===== src/rtl/alu_issue_stage.sv =====
// alu_issue_stage: decodes RV32I ALU-class instructions into ALU operation/X/Y,
// presented through a valid/ready output register backed by a one-entry skid buffer.
module alu_issue_stage #(
  parameter int         DATA_WIDTH = 32,
  parameter logic [3:0] ILLEGAL_OP = 4'h0
) (
  input  logic                  clk,
  input  logic                  reset,
  input  logic                  in_valid,
  output logic                  in_ready,
  input  logic [DATA_WIDTH-1:0] in_instr,
  input  logic [DATA_WIDTH-1:0] in_pc,
  input  logic [DATA_WIDTH-1:0] in_rs1,
  input  logic [DATA_WIDTH-1:0] in_rs2,
  output logic                  out_valid,
  input  logic                  out_ready,
  output logic [3:0]            out_operation,
  output logic [DATA_WIDTH-1:0] out_x,
  output logic [DATA_WIDTH-1:0] out_y,
  output logic [4:0]            out_rd,
  output logic                  out_illegal
);
  if (DATA_WIDTH != 32) begin : g_width_check
    $error("alu_issue_stage supports only DATA_WIDTH=32");
  end
  localparam logic [3:0] OP_ADD = 4'd0, OP_SUB = 4'd1, OP_OR = 4'd2, OP_XOR = 4'd3, OP_AND = 4'd4;
  localparam logic [3:0] OP_SLTU = 4'd5, OP_SLT = 4'd6, OP_SRL = 4'd7, OP_SRA = 4'd8, OP_SLL = 4'd9;
  typedef struct packed {
    logic [3:0]  op;
    logic [31:0] x;
    logic [31:0] y;
    logic [4:0]  rd;
    logic        ill;
  } entry_t;
  typedef enum logic [1:0] {EMPTY, ONE, FULL} state_t;
  state_t      state_q;
  entry_t      out_q, skid_q, dec;
  logic        out_valid_q, in_ready_q;
  logic [6:0]  opc, f7;
  logic [2:0]  f3;
  logic [3:0]  base_op;
  logic [4:0]  rd;
  logic        alt, shift, in_xfer, out_xfer;
  assign opc      = in_instr[6:0];
  assign f3       = in_instr[14:12];
  assign f7       = in_instr[31:25];
  assign rd       = in_instr[11:7];
  assign alt      = f7 == 7'b0100000;
  assign shift    = f3[1:0] == 2'b01;
  assign in_xfer  = in_valid & in_ready_q;
  assign out_xfer = out_valid_q & out_ready;
  always_comb begin
    base_op = OP_ADD;
    case (f3)
      3'b001:  base_op = OP_SLL;
      3'b010:  base_op = OP_SLT;
      3'b011:  base_op = OP_SLTU;
      3'b100:  base_op = OP_XOR;
      3'b101:  base_op = OP_SRL;
      3'b110:  base_op = OP_OR;
      3'b111:  base_op = OP_AND;
      default: base_op = OP_ADD;
    endcase
  end
  // Anything not explicitly matched below stays an illegal entry with rd preserved.
  always_comb begin
    dec = '{op: ILLEGAL_OP, x: 32'h0, y: 32'h0, rd: rd, ill: 1'b1};
    case (opc)
      7'b0110011:
        if (f7 == 7'b0 || (alt && (f3 == 3'b000 || f3 == 3'b101)))
          dec = '{op: alt ? (f3 == 3'b000 ? OP_SUB : OP_SRA) : base_op,
                  x: in_rs1, y: in_rs2, rd: rd, ill: 1'b0};
      7'b0010011:
        if (!shift)
          dec = '{op: base_op, x: in_rs1, y: {{20{in_instr[31]}}, in_instr[31:20]}, rd: rd, ill: 1'b0};
        else if (f7 == 7'b0 || (alt && f3[2]))
          dec = '{op: alt ? OP_SRA : base_op, x: in_rs1, y: {27'h0, in_instr[24:20]}, rd: rd, ill: 1'b0};
      7'b0110111: dec = '{op: OP_ADD, x: 32'h0, y: {in_instr[31:12], 12'h0}, rd: rd, ill: 1'b0};
      7'b0010111: dec = '{op: OP_ADD, x: in_pc, y: {in_instr[31:12], 12'h0}, rd: rd, ill: 1'b0};
      default: ;
    endcase
  end
  always_ff @(posedge clk or posedge reset) begin
    if (reset) begin
      state_q     <= EMPTY;
      out_q       <= '0;
      skid_q      <= '0;
      out_valid_q <= 1'b0;
      in_ready_q  <= 1'b1;
    end else begin
      case (state_q)
        EMPTY:
          if (in_xfer) begin
            out_q       <= dec;
            out_valid_q <= 1'b1;
            state_q     <= ONE;
          end
        ONE:
          if (in_xfer && out_xfer) begin
            out_q <= dec;
          end else if (in_xfer) begin
            skid_q     <= dec;
            in_ready_q <= 1'b0;
            state_q    <= FULL;
          end else if (out_xfer) begin
            out_valid_q <= 1'b0;
            state_q     <= EMPTY;
          end
        FULL:
          if (out_xfer) begin
            out_q      <= skid_q;
            in_ready_q <= 1'b1;
            state_q    <= ONE;
          end
        default: state_q <= EMPTY;
      endcase
    end
  end
  assign in_ready      = in_ready_q;
  assign out_valid     = out_valid_q;
  assign out_operation = out_q.op;
  assign out_x         = out_q.x;
  assign out_y         = out_q.y;
  assign out_rd        = out_q.rd;
  assign out_illegal   = out_q.ill;
endmodule


===== config.mk =====
export PLATFORM = sky130hd
export DESIGN_NAME = alu_issue_stage
export DESIGN_NICKNAME = d
export VERILOG_FILES = /design/src/rtl/alu_issue_stage.sv
export SDC_FILE = /design/constraint.sdc
export NUM_CORES = 1
export LEC_CHECK = 0
export ABC_CLOCK_PERIOD_IN_PS = 4500
export BUFFER_PORTS_ARGS = -buffer_cell sky130_fd_sc_hd__clkbuf_2
export CAP_MARGIN = 20
export CORE_MARGIN = 4
export CORE_UTILIZATION = 30
export DETAILED_ROUTE_END_ITERATION = 10
export PLACE_DENSITY_LB_ADDON = 0.25
export SYNTH_ARGS = -nofsm -noshare
export SYNTH_HDL_FRONTEND = slang
export SYNTH_SLANG_ARGS = --single-unit

===== constraint.sdc =====
create_clock -name clk -period 4.5 [get_ports clk]
set_clock_uncertainty 0.05 [all_clocks]
set_input_delay 0.225 -clock clk [delete_from_list [all_inputs] [get_ports clk]]
set_output_delay 0.225 -clock clk [all_outputs]
set_load 0.01 [all_outputs]

# Yosys cells after proc, flatten, opt, wreduce, memory -nomap -nowiden
# Index checks and enable logic that the tools add are counted.
[classes] eq_ne=23 bitwise=3 reduce_logical=17 n_mux=27
[op_table] operator="two-way mux 74 bit" count=6
[op_table] operator="one-hot mux 74 bit (4 select lines)" count=1
[op_table] operator="one-hot mux 74 bit (3 select lines)" count=1
[op_table] operator="one-hot mux 4 bit (7 select lines)" count=1
[op_table] operator="equality test 7 x 6 -> 1 bit, second input constant" count=3
[op_table] operator="equality test 7 x 5 -> 1 bit, second input constant" count=2
[op_table] operator="inequality test 2 bit, second input constant" count=7
[op_table] operator="equality test 3 bit, second input constant" count=4
[op_table] operator="two-way mux 4 bit" count=3
[op_table] operator="AND reduction 4 bit" count=3
[op_table] operator="two-way mux 2 bit" count=5
[op_table] operator="logical NOT 7 bit" count=1
[op_table] operator="two-way mux 1 bit" count=7
[op_table] operator="equality test 3 x 2 -> 1 bit, second input constant" count=2
[op_table] operator="one-hot mux 2 bit (3 select lines)" count=1
[op_table] operator="AND reduction 5 bit" count=1
[op_table] operator="equality test 2 x 1 -> 1 bit, second input constant" count=2
[op_table] operator="one-hot mux 1 bit (2 select lines)" count=2
[op_table] operator="nonzero test 2 bit" count=2
[op_table] operator="equality test 3 x 1 -> 1 bit, second input constant" count=1
[op_table] operator="logical AND 1 bit" count=3
[op_table] operator="logical NOT 3 bit" count=1
[op_table] operator="logical OR 1 bit" count=3
[op_table] operator="inequality test 3 bit, second input constant" count=1
[op_table] operator="other kinds (6)" count=7
[totals] inputBits=132 reg_bits=152 elab_cells=83 output_inout_bits=76

# Depth between registers and ports, before layout
[depth] word_depth=8 mapped_depth=7 mapped_depth_nobuf=5

# Worst setup path before layout
# OpenSTA, ideal clock, no wires.
[synth_timing] path_type="register to register" from="reg in_ready_q, in the netlist in_ready" to="reg out_q, in the netlist out_x[20]" setup_slack_ns=2.744 arrival_ns=1.623 t_required_ns=4.367 period_less_slack_ns=1.756 setup_time_ns=0.083 path_buffers=2 path_stages_with_launch=7 cell_sequence="dfstp_2 -> nand3b_1 -> o22ai_1 -> buf_2 -> buf_1 -> o22ai_1 -> o22ai_1"
[synth_between] elab_chain_cells=4 word_cells_on_any_way=5 cone_classes="eq/ne (2); bitwise (1); reduce/logical (2)"
[synth_lines] item="start, declared" line_no="38" source="logic out_valid_q, in_ready_q;"
[synth_lines] item="start signal, assigned" line_no="89" source="in_ready_q <= 1'b1;"
[synth_lines] item="start signal, assigned" line_no="103" source="in_ready_q <= 1'b0;"
[synth_lines] item="start signal, assigned" line_no="112" source="in_ready_q <= 1'b1;"
[synth_lines] item="AND 1 bit *" line_no="50" source="assign in_xfer = in_valid & in_ready_q;"
[synth_lines] item="logical AND 1 bit" line_no="99" source="if (in_xfer && out_xfer) begin"
[synth_lines] item="inequality test 2 bit (no line)"
[synth_lines] item="AND reduction 4 bit (no line) *"
[synth_lines] item="end signal, assigned" line_no="111" source="out_q <= skid_q;"
[synth_lines] item="end, declared" line_no="37" source="entry_t out_q, skid_q, dec;"
# Mark *: on every way between the ends. The rest lies on a longest branch, timed or not.
# A chain may end at the register's enable or synchronous reset.

# Final worst setup path
[layout_timing] from="reg state_q[0]" to="reg out_q, in the netlist out_x[31]"
[layout_between] elab_chain_cells=3 word_cells_on_any_way=9 cone_classes="eq/ne (5); mux (1); reduce/logical (3)"
[layout_lines] item="start, declared" line_no="36" source="state_t state_q;"
[layout_lines] item="start signal, assigned" line_no="85" source="state_q <= EMPTY;"
[layout_lines] item="start signal, assigned" line_no="96" source="state_q <= ONE;"
[layout_lines] item="start signal, assigned" line_no="104" source="state_q <= FULL;"
[layout_lines] item="equality test 2 x 1 -> 1 bit, or another cell as far along" line_no="91" source="case (state_q)"
[layout_lines] item="inequality test 2 bit (no line) / nonzero test 3 bit (equally long branches)"
[layout_lines] item="AND reduction 4 bit (no line)"
# Several ways; a longest one is shown, not always the timed one.

==> metrics.yaml <==
grt:
  grt_pass1_wl_mm: 35.16
  grt_pass1_vias: 6144
  antenna_found_initial: 1
  grt_max_degree: 111
  grtUsageTotal: 0.1666
  grt-ovfl-total: 0
clock_tree:
  clk-insertion-delay-late_ns: 0.42
  root_buffer: "clkbuf_16"
  cts_tree: "yes"
  cts.clk_slew.worst_paths_ns: 0.06
  ctsResizeCount: 0
  htreeDepth: 4
  cts_max_path_buffers: 2
  cts_buffers: 17
  numClockSinks: 152
sta:
  rsz0062_at_grt: "no"
  finalHoldViolations: 0
  fin_crit_sh: 0.6198
  period_minus_slack_ns: 2.789
  slew_viol_final: 0
  slew_headroom: 0.2984
  setup_tns_ns: 0
  tightest_slew_ns: 1.052
  setup_violations: 0
  fmax_mhz: 358.6
drt:
  antenna_left: 0
  viasPerCell: 5.093
  via_count: 6489
  drtIter0Drc: 399
  first_pass_iters: 4
  drc: 0
  wirelength_mm: 22.56
  wl_per_cell_um: 17.71
cells_and_area:
  fin_cells: 1274
  antenna_cells: 0
  nNetsFinal: 1075
  area.growth.synth_to_final_pct: 27.94
  drive_above_1_share: 0.2880
die:
  fp.dieH_um: 163.8
  rows: 56
  core_area_sq_mm: 0.02368
  initial_core_util: 0.3073
  die_x_um: 163.8
  pin_count: 208
  die_area_sq_mm: 0.02682
worst_setup_path:
  critPathCaptureType: "register"
  worstPathRequired_ns: 4.77
  path_max_fanout: 34
  crit_type: "reg -> reg"
  critical_path.startpoint_type: "register"
  r2r_start: "state_q[0]"
  cp.arrival_ns: 3.06
  path_cells: "nand2b_1 > o22ai_4 > buf_4 > o22ai_1 > o22ai_1"
  crit_path_max_incr_delay_ns: 0.74
  cpMaxStageDelayCell: "o22ai_4"
  critPathLaunch: "state_q[0]"
  path_common_cell: "o22ai_1"
pwr:
  ir_drop_mv: 0.1663
  p_int_mw: 2.392
  p_switching_uw: 689.2
  pwr-share-seq: 0.443
  power_frac_comb: 0.048
  p_leak_nw: 4.313
  clkPwrFrac: 0.508
  swShare: 0.2237
  powerDensity_mw_per_mm2: 330.9
run_status:
  status: "finished clean"
synth:
  synthDistinctLibCells: 45
  seq_area_frac_synth: 0.5228
  syn_area_sq_mm: 0.007278
  async_reset_ff_frac: 1.000
  yosysWarnings: 0
  synth-main-ff-cell: "dfrtp_1"
  ys_seq_elements: 152
  synth_edf_count: 0
  syn_inst: 763
  synth_nets: 895
  synth_area_per_cell_sq_um: 9.539
placed_design:
  routabilityCongestion: 0.8414
  dp.cells: 1237
  port_buffers: 207
  dp_hpwl_mm: 15.57
hold_path:
  hp-class: "in -> reg"
  hp-start: "in_instr[9]"
run:
  drv_cap: 0
==> state kept, by name (all words and copies together), names as in the netlist <==
name and flops:
out_y 32, out_operation 4, out_x 32, skid_q 74, in_ready 1, out_illegal 1
state_q 2, out_rd 5, out_valid 1
==> repair_timing <==
action	CTS	global route
buffers inserted	0	0
hold buffers	5	0
hold endpoints to repair	83	0
==> through the flow <==
step	hold WS [ns]	utilization	power [mW]	area, sq um	setup WS, ns
after global routing	0.02172	0.3932	3.202	9311	1.450
after CTS	0.01609	0.3920	3.128	9284	1.664
after detailed placement	0.3764	0.3628	1.540	8592	1.681
after floorplan	0.3251	-	1.454	7278	0.1336
after global placement	0.3788	0.3628	1.541	8592	1.717
final	0.03490	0.3932	3.081	9311	1.711
==> metal layers <==
layer | up-vias | global-route usage | wire (um)
met5 | - | 0 | 20
met4 | 2 | 0.04156 | 233
met3 | 18 | 0.03965 | 1146
met2 | 159 | 0.2619 | 10870
met1 | 3120 | 0.2328 | 10290
li1 | 3190 | - | -
==> path summary, 6_finish.rpt <==
path,to,slack (ns),cells past startpoint
worst min register to register,skid_q[72],0.43,2
max in group asynchronous,out_x[28],2.93,4
worst max-delay path,out_x[31],1.71,5
min in group asynchronous,out_x[12],0.45,3
worst max register to register,out_x[31],1.71,5
worst min-delay path,out_rd[2],0.03,3
==> cells by family (layout without fill, tap and decap cells) <==
| group | count (synthesis) | after routing | synth area share |
|---|---|---|---|
| AOI/OAI and AO/OA | 302 | 302 | 0.2549 |
| and+or+nand+nor | 198 | 198 | 0.1269 |
| DFF | 152 | 152 | 0.5228 |
| buffers and inverters | 72 | 264 | 0.04057 |
| muxes | 39 | 39 | 0.05484 |
==> cell usage after synthesis (18+ instances only) <==
| cell type | n | share of area |
|---|---|---|
| nand2_1 | 89 | 0.046 |
| o21ai_1 | 33 | 0.023 |
| a21oi_1 | 52 | 0.036 |
| mux2i_1 | 32 | 0.044 |
| dfrtp_1 | 151 | 0.52 |
| nand3_1 | 22 | 0.015 |
| a22oi_1 | 37 | 0.038 |
| nor2_1 | 44 | 0.023 |
| o22ai_1 | 84 | 0.072 |
| clkbuf_1 | 44 | 0.023 |
| o21ai_0 | 41 | 0.028 |
| a21o_1 | 18 | 0.019 |
==> power by group through the flow <==
stage | sequential (mW) | combinational [mW] | clock [mW]
after floorplan | 1.39 | 0.0618 | 0
after global placement | 1.39 | 0.149 | 0
after detailed placement | 1.39 | 0.149 | 0
after CTS | 1.37 | 0.152 | 1.61
after global routing | 1.37 | 0.167 | 1.67
final | 1.37 | 0.149 | 1.57
==> worst max-delay path: cells and delay by family, from the launching register on <==
family / cells / cell delay, ns
flops: 1 / 0.41
buf+inv: 1 / 0.51
compound gates: 3 / 1.07
simple gates: 1 / 0.63
==> layout make-up <==
class | count | area (sq um)
multi-input combinational | 539 | 3227
timing repair buffer | 225 | 1204
clock inverter | 12 | 188.9
fill | 2471 | 14370
inverter | 8 | 35.03
tap | 319 | 399.1
sequential | 152 | 3805
clock buffer | 19 | 452.9
==> cells in the final DEF, fill, tap and decap left out, types with 2 or more instances in the layout <==
| cell type | Yosys | final |
|---|---|---|
| o22ai_1 | 84 | 83 |
| o21ai_1 | 33 | 33 |
| nand2b_1 | 4 | 4 |
| a31oi_1 | 9 | 9 |
| clkbuf_8 | 0 | 2 |
| a22oi_1 | 37 | 37 |
| inv_1 | 8 | 7 |
| buf_4 | 2 | 12 |
| nor2_1 | 44 | 42 |
| a211oi_1 | 14 | 14 |
| clkbuf_16 | 0 | 17 |
| clkbuf_2 | 0 | 207 |
| nor3_1 | 14 | 14 |
| nand4_1 | 2 | 2 |
| nor3b_1 | 3 | 2 |
| a21oi_1 | 52 | 52 |
| dlygate4sd3_1 | 0 | 5 |
| and2_1 | 2 | 2 |
| o21ai_0 | 41 | 41 |
| nand3b_1 | 2 | 2 |
| mux2_2 | 7 | 7 |
| nor2b_1 | 5 | 5 |
| nand2_4 | 0 | 2 |
| dfrtp_1 | 151 | 151 |
| or2_2 | 2 | 2 |
| nand2_1 | 89 | 87 |
| nor4_4 | 2 | 2 |
| a21o_1 | 18 | 18 |
| o2111ai_1 | 3 | 3 |
| clkinv_4 | 0 | 4 |
| and3_1 | 3 | 3 |
| nand3_1 | 22 | 22 |
| o21a_1 | 2 | 2 |
| mux2i_1 | 32 | 32 |
| inv_6 | 0 | 4 |
| bufinv_16 | 0 | 4 |
Note: power is estimated with default switching activity, not from simulation.
